### src/rtl/prog_loader_if.sv
// Keypad-loader bus: decoded key events in, RAM write port and status/display out.
// slave is the loader side; master is the driver/observer side.
interface prog_loader_if #(
  parameter int unsigned WORD_W = 16,
  parameter int unsigned ADDR_W = 8
);
  logic              key_event;
  logic [4:0]        key_code;
  logic              ram_we;
  logic [ADDR_W-1:0] ram_addr;
  logic [WORD_W-1:0] ram_d_in;
  logic              load_active;
  logic              cpu_run;
  logic [WORD_W-1:0] disp_value;
  logic [2:0]        digit_cnt;
  logic              err;

  modport master (
    output key_event, key_code,
    input  ram_we, ram_addr, ram_d_in, load_active, cpu_run, disp_value, digit_cnt, err
  );

  modport slave (
    input  key_event, key_code,
    output ram_we, ram_addr, ram_d_in, load_active, cpu_run, disp_value, digit_cnt, err
  );
endinterface

### src/rtl/prog_loader.sv
// Keypad-driven program writer: assembles hex digits into words and writes them to
// sequential RAM addresses, holding the CPU stopped until DONE.
module prog_loader #(
  parameter int unsigned WORD_W = 16,
  parameter int unsigned ADDR_W = 8
) (
  input logic         clock,
  input logic         rst,
  prog_loader_if.slave bus
);

  localparam logic [4:0] KeyEnter   = 5'd16;
  localparam logic [4:0] KeyClear   = 5'd17;
  localparam logic [4:0] KeySetAddr = 5'd18;
  localparam logic [4:0] KeyDone    = 5'd19;
  localparam logic [2:0] MaxDigits  = 3'(WORD_W / 4);

  typedef enum logic [1:0] {StEntry, StWrite, StFull, StRun} state_e;

  state_e            r_state, w_state_d;
  logic [WORD_W-1:0] r_buf, w_buf_d;
  logic [ADDR_W-1:0] r_wr_addr, w_wr_addr_d;
  logic [2:0]        r_digit_cnt, w_digit_cnt_d;
  logic              r_err, w_err_d;

  logic              w_is_digit;
  logic [WORD_W-1:0] w_shifted;
  logic [2:0]        w_cnt_inc;

  assign w_is_digit = bus.key_event && !bus.key_code[4];
  assign w_shifted  = (r_buf << 4) | WORD_W'(bus.key_code[3:0]);
  assign w_cnt_inc  = (r_digit_cnt >= MaxDigits) ? MaxDigits : r_digit_cnt + 3'd1;

  always_ff @(posedge clock or posedge rst) begin
    if (rst) begin
      r_state     <= StEntry;
      r_buf       <= '0;
      r_wr_addr   <= '0;
      r_digit_cnt <= '0;
      r_err       <= 1'b0;
    end else begin
      r_state     <= w_state_d;
      r_buf       <= w_buf_d;
      r_wr_addr   <= w_wr_addr_d;
      r_digit_cnt <= w_digit_cnt_d;
      r_err       <= w_err_d;
    end
  end

  always_comb begin
    w_state_d     = r_state;
    w_buf_d       = r_buf;
    w_wr_addr_d   = r_wr_addr;
    w_digit_cnt_d = r_digit_cnt;
    w_err_d       = r_err;

    unique case (r_state)
      StEntry, StFull: begin
        if (w_is_digit) begin
          w_buf_d       = w_shifted;
          w_digit_cnt_d = w_cnt_inc;
        end else if (bus.key_event) begin
          case (bus.key_code)
            KeyEnter: begin
              // FULL refuses to wrap the address; flag it instead of writing.
              if (r_state == StFull) w_err_d = 1'b1;
              else                   w_state_d = StWrite;
            end
            KeyClear: begin
              w_buf_d       = '0;
              w_digit_cnt_d = '0;
              w_err_d       = 1'b0;
            end
            KeySetAddr: begin
              w_wr_addr_d   = ADDR_W'(r_buf);
              w_buf_d       = '0;
              w_digit_cnt_d = '0;
              w_state_d     = StEntry;
            end
            KeyDone: w_state_d = StRun;
            default: ;
          endcase
        end
      end

      StWrite: begin
        // Keys arriving during the write cycle are dropped.
        w_buf_d       = '0;
        w_digit_cnt_d = '0;
        if (&r_wr_addr) begin
          w_state_d = StFull;
        end else begin
          w_wr_addr_d = r_wr_addr + ADDR_W'(1);
          w_state_d   = StEntry;
        end
      end

      StRun: begin
        if (bus.key_event && bus.key_code == KeyDone) begin
          w_wr_addr_d   = '0;
          w_buf_d       = '0;
          w_digit_cnt_d = '0;
          w_state_d     = StEntry;
        end
      end

      default: w_state_d = StEntry;
    endcase
  end

  assign bus.ram_we      = (r_state == StWrite);
  assign bus.ram_addr    = r_wr_addr;
  assign bus.ram_d_in    = r_buf;
  assign bus.load_active = (r_state != StRun);
  assign bus.cpu_run     = (r_state == StRun);
  assign bus.disp_value  = (r_state == StRun) ? WORD_W'(r_wr_addr) : r_buf;
  assign bus.digit_cnt   = r_digit_cnt;
  assign bus.err         = r_err;

endmodule

### src/flat_wrapper.sv
// flat-port wrapper written by rule: the top's interface ports become plain ports
module prog_loader_flat 
#(
  parameter int unsigned WORD_W = 16,
  parameter int unsigned ADDR_W = 8
)
  (clock, rst, bus_key_event, bus_key_code, bus_ram_we, bus_ram_addr, bus_ram_d_in, bus_load_active, bus_cpu_run, bus_disp_value, bus_digit_cnt, bus_err);
  prog_loader_if #(.WORD_W(WORD_W), .ADDR_W(ADDR_W)) bus_i ();
  input logic clock;
  input logic rst;
  input wire logic [$bits(bus_i.key_event)-1:0] bus_key_event;
  input wire logic [$bits(bus_i.key_code)-1:0] bus_key_code;
  output wire logic [$bits(bus_i.ram_we)-1:0] bus_ram_we;
  output wire logic [$bits(bus_i.ram_addr)-1:0] bus_ram_addr;
  output wire logic [$bits(bus_i.ram_d_in)-1:0] bus_ram_d_in;
  output wire logic [$bits(bus_i.load_active)-1:0] bus_load_active;
  output wire logic [$bits(bus_i.cpu_run)-1:0] bus_cpu_run;
  output wire logic [$bits(bus_i.disp_value)-1:0] bus_disp_value;
  output wire logic [$bits(bus_i.digit_cnt)-1:0] bus_digit_cnt;
  output wire logic [$bits(bus_i.err)-1:0] bus_err;
  assign bus_i.key_event = bus_key_event;
  assign bus_i.key_code = bus_key_code;
  assign bus_ram_we = bus_i.ram_we;
  assign bus_ram_addr = bus_i.ram_addr;
  assign bus_ram_d_in = bus_i.ram_d_in;
  assign bus_load_active = bus_i.load_active;
  assign bus_cpu_run = bus_i.cpu_run;
  assign bus_disp_value = bus_i.disp_value;
  assign bus_digit_cnt = bus_i.digit_cnt;
  assign bus_err = bus_i.err;
  prog_loader #(.WORD_W(WORD_W), .ADDR_W(ADDR_W)) u_core (.clock(clock), .rst(rst), .bus(bus_i));
endmodule
### config.mk
export PLATFORM = sky130hd
export DESIGN_NAME = prog_loader_flat
export DESIGN_NICKNAME = d
export VERILOG_FILES = /design/src/rtl/prog_loader_if.sv /design/src/rtl/prog_loader.sv /design/src/flat_wrapper.sv
export SDC_FILE = /design/constraint.sdc
export NUM_CORES = 1
export LEC_CHECK = 0
export CORE_UTILIZATION = 41
export DETAILED_ROUTE_END_ITERATION = 8
export PLACE_DENSITY = 0.84
export SLEW_MARGIN = 20
export SYNTH_ARGS = -nofsm -noshare
export SYNTH_HDL_FRONTEND = slang
export SYNTH_SLANG_ARGS = --single-unit
### constraint.sdc
create_clock -name clock -period 1.8 [get_ports clock]
set_input_delay 0.36 -clock clock [delete_from_list [all_inputs] [get_ports clock]]
set_output_delay 0.36 -clock clock [all_outputs]
set_load 0.02 [all_outputs]
==> results of run 1 <==
==> layer usage <==
layer	GRT usage	up-vias
met4	0.1356	0
li1	-	815
met1	0.2944	826
met3	0.06034	27
met5	0	-
met2	0.3916	94
==> placed cells by master, fill, tap and decap left out, types with 3 or more instances in the layout <==
cell	synthesis	layout
a21oi_1	7	7
a22o_1	16	16
and2_1	8	8
buf_2	6	10
buf_4	0	39
buf_6	1	7
clkbuf_2	0	3
clkbuf_8	0	6
clkdlybuf4s50_1	0	27
dfrtp_1	30	28
dlygate4sd2_1	0	3
dlymetal6s2s_1	0	6
ha_1	3	3
inv_1	12	12
mux2_4	1	4
nand2_1	7	6
nand2b_1	3	3
nand3_1	5	5
nor2_1	3	3
nor2b_1	4	4
nor3_1	6	6
o21ai_0	7	5
o21ai_1	2	3
o22ai_1	3	3
==> Yosys cell counts, types with 2 or more instances <==
cell      number  area share
inv_1         12       0.027
a21oi_1        7       0.021
nand2_1        7       0.016
a32o_1         2       0.012
o22ai_1        3       0.011
and2_1         8       0.030
a211o_1        2       0.010
nor2_1         3      0.0067
nor3b_1        2      0.0089
nand3_1        5       0.015
o21ai_0        7       0.021
or3_1          2      0.0074
o21a_1         2      0.0089
clkbuf_1       4      0.0089
nand4_1        2      0.0074
mux2_2         5       0.033
nand2b_1       3       0.011
a22o_1        16       0.083
nor3_1         6       0.018
nor2b_1        4       0.015
buf_2          6       0.018
o21ai_1        2      0.0059
dfrtp_1       30        0.44
mux2i_1        2       0.012
a22oi_1        3       0.013
ha_1           3       0.022
==> cells by family after synthesis <==
| family | count (synthesis) | share of synthesized area |
|---|---|---|
| mux | 8 | 0.05395 |
| xor+xnor | 1 | 0.005175 |
| simple gates | 48 | 0.1633 |
| fa+ha+maj | 3 | 0.02218 |
| compound gates | 57 | 0.2520 |
| buf+inv | 23 | 0.05986 |
| flops | 30 | 0.4435 |
==> layout make-up <==
class                      count  area share
multi-input combinational    117      0.3352
clock inverter                 2     0.02195
sequential                    30      0.2753
tap                           48     0.02195
timing repair buffer          96      0.2990
clock buffer                   6     0.03018
inverter                      12     0.01646
==> what timing repair did <==
action,CTS,global route
setup buffers,0,3
gates cloned,0,0
pin swaps,0,2
endpoints found under the setup margin,44,43
gates resized for setup,64,41
==> stage by stage <==
step                cell area [sq um]  TNS (ns)
floorplan                        1699         0
global placement                 2536    -8.631
detailed placement               2536    -10.01
CTS                              2685         0
global route                     2736  -0.06190
finish                           2736         0
==> critical path: cells and delay by family (launching register included) <==
family        cells  cell delay [ns]
mux               1             0.33
simple gates      1             0.12
buf+inv           2             0.30
flops             1             0.40
==> sequential cells by signal (all words and copies together) (netlist names) <==
signal and cells:
u_core.bus.ram_d_in 16, u_core.bus.ram_addr 8, u_core.bus.digit_cnt 3, u_core.r_state 2
u_core.bus.err 1
==> power breakdown <==
group | total, mW | leakage, nW | internal, mW | switching [mW]
logic | 1.50 | 0.892 | 0.734 | 0.764
clock network | 0.855 | 0.0714 | 0.590 | 0.265
registers | 1.03 | 0.382 | 0.862 | 0.173
total | 3.39 | 1.35 | 2.19 | 1.20
==> worst max-delay path by stage <==
stage / to / slack, ns / depth (start not counted)
after global placement: u_core.bus.ram_addr[0] / -0.32 / 5
after detailed placement: u_core.bus.ram_d_in[6] / -0.35 / 5
after floorplan: u_core.bus.ram_addr[0] / 0.007 / 6
after CTS: bus_disp_value[15] / 0.0003 / 5
final: bus_disp_value[7] / 0.003 / 4
after global routing: bus_disp_value[7] / -0.04 / 4
==> results.yml, run 1 <==
timing:
  maxSlewViolCount: 0
  rsz0062_at_grt: "true"
  hold_viol: 0
  worstMarginPinSlew_ns: 0.3991
  skew_ns: 0.002814
  setup-violations-final: 0
  setup_slack_ns: 0.002645
  fmax_mhz: 556.4
  slew_headroom: 0.7333
  hold_ws_ns: 0.4461
  period_minus_slack_ns: 1.797
  period_share: 0.9985
route:
  drc: 0
  met1_length_um: 2120
  wl_met2_um: 2360
  vias: 1762
  routed_wl_um: 5062
  top_layer: "met4"
  wl_met3_um: 307
  dr.pass1.iters: 4
  viasPerCell: 5.666
  first_iter_violations: 112
  routedWlPerCell_um: 16.28
  ant_nets: 0
clock_network:
  cts_buffers: 5
  clk_path_buf_depth: 2
  clock_sinks: 30
  cts_tree: "built"
  cts_hold_buf: 0
  htree_levels: 2
  clk_pin_slew_ns: 0.06
  root_buffer: "clkbuf_8"
  clk-insertion-delay-late_ns: 0.29
synthesis:
  yosysSeqAreaShare: 0.4435
  synth.avg_cell_area_sq_um: 9.958
  ys_ff_latch: 30
  synth_area_sq_mm: 0.001693
  synthCells: 170
  synth_warnings: 0
  syn_nets: 181
  synth_cell_types: 48
  synth_edf_count: 0
  synth_ff_type: "dfrtp_1"
  async_flop_share: 1.000
floorplanning:
  die_area_sq_mm: 0.004390
  die-height_um: 66.26
  start_util: 0.4457
  placementRows: 22
  die_w_um: 66.26
  ios: 55
  coreArea_sq_mm: 0.003799
setup_path:
  setup.worst_path.start: "u_core.r_state[1]"
  path_cells: "nand2_2, buf_6, mux2_2, buf_2"
  r2r_start: "u_core.r_state[0]"
  crit_fanout: 8
  r2r_setup_slack_ns: 0.06
  max_stage_delay_ns: 0.40
  cpMaxStageDelayCell: "dfrtp_1"
  cp-end-kind: "output port"
  critPathRequiredTime_ns: 1.44
  critical_path_class: "register to output port"
  r2r_cells: 5
  rr_endpoint: "u_core.bus.ram_addr[2]"
  cp.arrival_ns: 1.44
  start_kind: "register"
run:
  maxCapViolCount: 0
cells_and_area:
  diodes: 0
  multi_input_area_sq_um: 917.1
  final_core_util: 0.7204
  drive_above_1_share: 0.3308
  fillers: 274
  synthToLayoutAreaGrowth_pct: 61.64
  final_cells: 311
  seq_area_sq_um: 753.2
  final_nets: 273
placement:
  dp_hpwl_um: 3482
  gp_congestion: 0.9724
  io_buffers: 54
  dpl_worst_slack_ns: -0.3542
  dp_cells: 300
power:
  ir_worst_vdd_v: 0.0006887
  p_per_area_mw_per_mm2: 1238
  total_power_mw: 3.388
  leakage_nw: 1.346
grt:
  grt_pass1_wl_um: 7852
  grt_use_total: 0.2431
  grt_max_degree: 31
  antenna_found_initial: 0
  grt_pass1_vias: 1673
  grt_overflow: 0
hold_path:
  hp-class: "input pin to async pin"
run_status:
  outcome: "finished clean"
Power figures use the tool's default switching activity.
==> inputs of run 2 (changes only) <==
Settings changed: SLEW_MARGIN 20 to unset.
==> results of run 2 <==
Final layout, timing and power as in run 1 (identical DEF).
